### src/rtl/branch_history_predictor.sv
// Branch direction predictor: table of 2-bit saturating counters indexed by
// PC (bimodal) or PC XOR global history (gshare), with non-speculative
// training from EX and resolved/mispredicted branch statistics.
//
// Ports:
//   clk, reset         - clock and synchronous active-high reset
//   clk_enable         - gates every state update (reset excepted)
//   IF_opcode/pc/imm   - instruction currently in IF (lookup side)
//   EX_branch/...      - branch resolving in EX (training side)
//   branch_estimation  - predicted direction for the IF instruction (comb)
//   branch_target      - predicted next PC for the IF instruction (comb)
//   IF_pred_index      - table index used for the prediction (comb)
//   branch_count       - resolved branches since reset (registered, saturating)
//   mispredict_count   - mispredicted branches since reset (registered, saturating)
module branch_history_predictor #(
    parameter int unsigned XLEN       = 32,
    parameter int unsigned INDEX_BITS = 6,
    parameter int unsigned GHR_BITS   = 6,
    parameter int unsigned MODE       = 0,
    parameter logic [1:0]  INIT_STATE = 2'b01
) (
    input  logic                  clk,
    input  logic                  reset,
    input  logic                  clk_enable,
    input  logic [6:0]            IF_opcode,
    input  logic [XLEN-1:0]       IF_pc,
    input  logic [XLEN-1:0]       IF_imm,
    input  logic                  EX_branch,
    input  logic                  EX_branch_taken,
    input  logic                  EX_pred_taken,
    input  logic [INDEX_BITS-1:0] EX_pred_index,
    output logic                  branch_estimation,
    output logic [XLEN-1:0]       branch_target,
    output logic [INDEX_BITS-1:0] IF_pred_index,
    output logic [31:0]           branch_count,
    output logic [31:0]           mispredict_count
);

    localparam int unsigned TABLE_DEPTH   = 1 << INDEX_BITS;
    localparam int unsigned STAT_W        = 32;
    localparam logic [6:0]  OPCODE_BRANCH = 7'b1100011;

    logic [1:0]            pht_q [TABLE_DEPTH];
    logic [GHR_BITS-1:0]   ghr_q;
    logic [STAT_W-1:0]     branch_count_q;
    logic [STAT_W-1:0]     mispredict_count_q;

    logic [INDEX_BITS-1:0] pc_index;
    logic [INDEX_BITS-1:0] lookup_index;
    logic                  counter_taken;

    // Saturating 2-bit counter step toward the resolved direction.
    function automatic logic [1:0] sat_update(input logic [1:0] cnt, input logic taken);
        logic [1:0] nxt;
        nxt = cnt;
        if (taken) begin
            if (cnt != 2'b11) nxt = cnt + 2'b01;
        end else begin
            if (cnt != 2'b00) nxt = cnt - 2'b01;
        end
        return nxt;
    endfunction

    // Lookup index; history is zero-extended and always the pre-update value.
    assign pc_index      = IF_pc[INDEX_BITS+1:2];
    assign lookup_index  = (MODE == 1) ? (pc_index ^ INDEX_BITS'(ghr_q)) : pc_index;
    assign counter_taken = pht_q[lookup_index][1];

    // Zero-latency prediction; non-branch instructions produce all zeros.
    always_comb begin
        branch_estimation = 1'b0;
        branch_target     = '0;
        IF_pred_index     = '0;
        if (IF_opcode == OPCODE_BRANCH) begin
            branch_estimation = counter_taken;
            IF_pred_index     = lookup_index;
            branch_target     = counter_taken ? (IF_pc + IF_imm) : (IF_pc + XLEN'(4));
        end
    end

    // Training, history shift and statistics; reset wins over any EX update.
    always_ff @(posedge clk) begin
        if (reset) begin
            for (int unsigned i = 0; i < TABLE_DEPTH; i++) begin
                pht_q[INDEX_BITS'(i)] <= INIT_STATE;
            end
            ghr_q              <= '0;
            branch_count_q     <= '0;
            mispredict_count_q <= '0;
        end else if (clk_enable && EX_branch) begin
            pht_q[EX_pred_index] <= sat_update(pht_q[EX_pred_index], EX_branch_taken);
            ghr_q                <= GHR_BITS'({ghr_q, EX_branch_taken});
            if (branch_count_q != '1) begin
                branch_count_q <= branch_count_q + STAT_W'(1);
            end
            if ((EX_pred_taken != EX_branch_taken) && (mispredict_count_q != '1)) begin
                mispredict_count_q <= mispredict_count_q + STAT_W'(1);
            end
        end
    end

    assign branch_count     = branch_count_q;
    assign mispredict_count = mispredict_count_q;

endmodule
### config.mk
export PLATFORM = sky130hd
export DESIGN_NAME = branch_history_predictor
export DESIGN_NICKNAME = d
export VERILOG_FILES = /design/src/rtl/branch_history_predictor.sv
export SDC_FILE = /design/constraint.sdc
export NUM_CORES = 1
export LEC_CHECK = 0
export ABC_CLOCK_PERIOD_IN_PS = 8600
export BUFFER_PORTS_ARGS = -buffer_cell sky130_fd_sc_hd__buf_2
export CAP_MARGIN = 10
export CORE_MARGIN = 4
export CORE_UTILIZATION = 60
export CTS_BUF_LIST = sky130_fd_sc_hd__clkbuf_8 sky130_fd_sc_hd__clkbuf_16
export DETAILED_ROUTE_END_ITERATION = 10
export GPL_TIMING_DRIVEN = 0
export PLACE_DENSITY = 0.94
export SYNTH_ARGS = -nofsm -noshare
export SYNTH_HDL_FRONTEND = slang
export SYNTH_SLANG_ARGS = --single-unit
### constraint.sdc
create_clock -name clk -period 8.6 [get_ports clk]
set_clock_uncertainty 0.2 [all_clocks]
set_input_delay 0.43 -clock clk [delete_from_list [all_inputs] [get_ports clk]]
set_output_delay 0.43 -clock clk [all_outputs]
set_load 0.01 [all_outputs]
==> results_dict.tcl <==
set metrics [dict create \
    dp_hpwl_mm 28.19 \
    ys_types 71 \
    p_leak_nw 5.536 \
    synth_area_sq_um 12700 \
    path_delay_family "buffers and inverters" \
    clock_latency_ns 0.45 \
    num_io_pins 186 \
    rows 52 \
    rsz0062_at_grt "no" \
    track_usage_pct 32.19 \
    layout_commonest_cell "buf_2" \
    clockBufferDepth 2 \
    vias_per_cell 6.667 \
    syn2layout_area_growth_pct 14.30 \
    dieArea_sq_um 23550 \
    required_ns 7.97 \
    drc 0 \
    synth-edff-count 128 \
    cts_htree_levels 4 \
    cts_num_sinks 192 \
    grt_pass1_wl_mm 61.12 \
    layout_common_cells "buf_2, nor2_1, nand2_1" \
    drt_iter0_markers 1639 \
    clock-root-buffer "clkbuf_16" \
    diodes 0 \
    nets 1690 \
    crit_chain "buf_2 > buf_2 > buf_1 > mux4_2 > a221oi_1 > mux4_2 > buf_4 > buf_2 > nor2_1 > a211oi_1 > buf_2" \
    syn_avg_cell_area_sq_um 9.255 \
    synth_nets 1490 \
    ant_nets 0 \
    clk_pin_slew_ns 0.07 \
    period_share_pct 53.19 \
    cap_violations 0 \
    start_kind "input port" \
    max_stage_delay_ns 0.55 \
    power_w 0.002214 \
    criticalPathCategory "input port to output pin" \
    pwr_density_cell_nw_per_um2 152.5 \
    outcome "complete, no violations" \
    final.setup.tns_ns 0 \
    cts_hold_repair.buffers 0 \
    setup_ws_ns 4.026 \
    dr_total_vias 12370 \
    cts_setup_buffers 0 \
    grt_pass1_vias 11970 \
    numCtsBuffers 17 \
    core_sq_um 20490 \
    crit_arrival_ns 3.94 \
    cts_tree "done" \
    die_h_um 153.5 \
    ir_drop_v 0.0001431 \
    critPathBufInv 6 \
    synth-main-ff-cell "edfxtp_1" \
    die_w_um 153.5 \
    routabilityCongestion 0.9888 \
    slew_headroom_pct 22.47 \
    wl_mm 39.57 \
    crit_top_cell "buf_2" \
    io_buffers 180 \
    dr.pass1.iters 8 \
    yosysSeqAreaShare_pct 40.36 \
    cp-end-kind "output pin" \
    ctsResizeCount 0 \
    finalHoldViolCount 0 \
    synth-seq-cells 192 \
    worstMarginPinSlew_ns 1.160 \
    fmax_ghz 0.2186 \
    start_util_pct 61.95 \
    min_period_ns 4.575 \
    yosysWarnings 0 \
    place_ws_ns 4.221 \
    final_layout_size_suffix_gt1_share_pct 20.88 \
    gr-total-overflow 0 \
    antenna_found_initial 0 \
    async_flop_share_pct 0 \
    finalMaxSlewViolations 0 \
    reg2reg_slack_ns 5.27 \
    place_area_sq_um 13940 \
    hold_path.class "input port to flop" \
    grt_max_degree 17 \
    synthCells 1372 \
    wl_per_cell_um 21.33 \
    final_area_sq_um 14510 \
    setup_viol 0 \
    cp_max_fo 10 \
    cp_slowest_cell "buf_1" \
]
==> Yosys cell counts (all sizes together), types with 13 or more instances <==
master	n	area, sq um
inv	19	71.31
xnor2	49	429.2
nand2b	21	131.4
mux4	37	833.3
or2	35	219.0
mux2i	20	200.2
or3	14	87.58
a211oi	21	157.7
edfxtp	128	3844
and4	13	113.9
a21oi	59	295.3
buf	40	245.2
clkbuf	56	210.2
a21o	25	187.7
nand4	25	168.9
dfxtp	64	1281
nand3	82	410.4
nand2	142	533.0
and2	22	137.6
ha	34	425.4
nor3	71	355.3
xor2	51	446.7
and3	20	125.1
nor2	168	630.6
o21ai	43	215.2
==> cells by family (layout without fill, tap and decap cells) <==
group           Yosys count  after routing  share of synthesized area [%]
compound gates          212            212                          10.98
xor+xnor                100            100                          6.898
fa+ha+maj                37             37                          3.676
buf+inv                 115            328                          4.148
flops                   192            192                          40.36
mux                      65             65                          8.849
simple gates            651            651                          25.09
==> per-stage QoR <==
step	instances	hold slack (ns)	utilization [%]
floorplan	1372	0.3190	-
global placement	1822	0.2883	68.00
detailed placement	1822	0.3154	68.00
CTS	1854	0.2870	70.78
global route	1855	0.3273	70.81
finish	1855	0.2973	70.81
==> metal layers <==
| metal | wire length [um] | global-route usage, % | up-vias | share of wire, % |
|---|---|---|---|---|
| met5 | 0 | 0 | - | 0 |
| li1 | - | - | 5382 | - |
| met1 | 13400 | 39.56 | 5656 | 34 |
| met4 | 2322 | 15.81 | 0 | 5.9 |
| met2 | 18290 | 52.58 | 1061 | 46 |
| met3 | 5562 | 8.793 | 269 | 14 |
==> state kept, by name, indices dropped and copies added (netlist names) <==
name and flops:
branch_count 32, mispredict_count 32, pht_q 128
==> worst paths after layout <==
check | from | to | cells after the start
max | IF_pc[3] | branch_target[2] | 11
min | reset | mispredict_count[30]$_SDFFE_PP0P_ | 3
max reg2reg | pht_q[22][1]$_SDFFCE_PN0P_ | pht_q[61][1]$_SDFFCE_PN0P_ | 10
min reg2reg | branch_count[15]$_SDFFE_PP0P_ | branch_count[15]$_SDFFE_PP0P_ | 2
==> where the power goes <==
group / leakage, nW / switching [W] / internal, W
combinational: 3.59 / 0.000269 / 0.000151
sequential: 1.66 / 0.0000104 / 0.000996
clock: 0.285 / 0.000361 / 0.000426
==> layout make-up <==
| class | instances | area, sq um |
|---|---|---|
| multi-input cells | 1065 | 7046 |
| fillers | 1446 | 5982 |
| flip-flops and latches | 192 | 5125 |
| repair buffers | 181 | 908.4 |
| plain buffers | 96 | 455.4 |
| clock buffers | 17 | 425.4 |
| well taps | 270 | 337.8 |
| clock inverters | 15 | 143.9 |
| inverters | 19 | 71.32 |
==> worst reg2reg max path: stages (launching register included) <==
cell and delay, ns:
edfxtp_1 0.43, mux2_1 0.35, a22oi_1 0.17, nor2_1 0.08, a221oi_1 0.30, nor2_1 0.11
nor4_2 0.45, maj3_1 0.26, buf_2 0.23, buf_2 0.37, nor3_1 0.09
(Power assumes the default switching activity.)
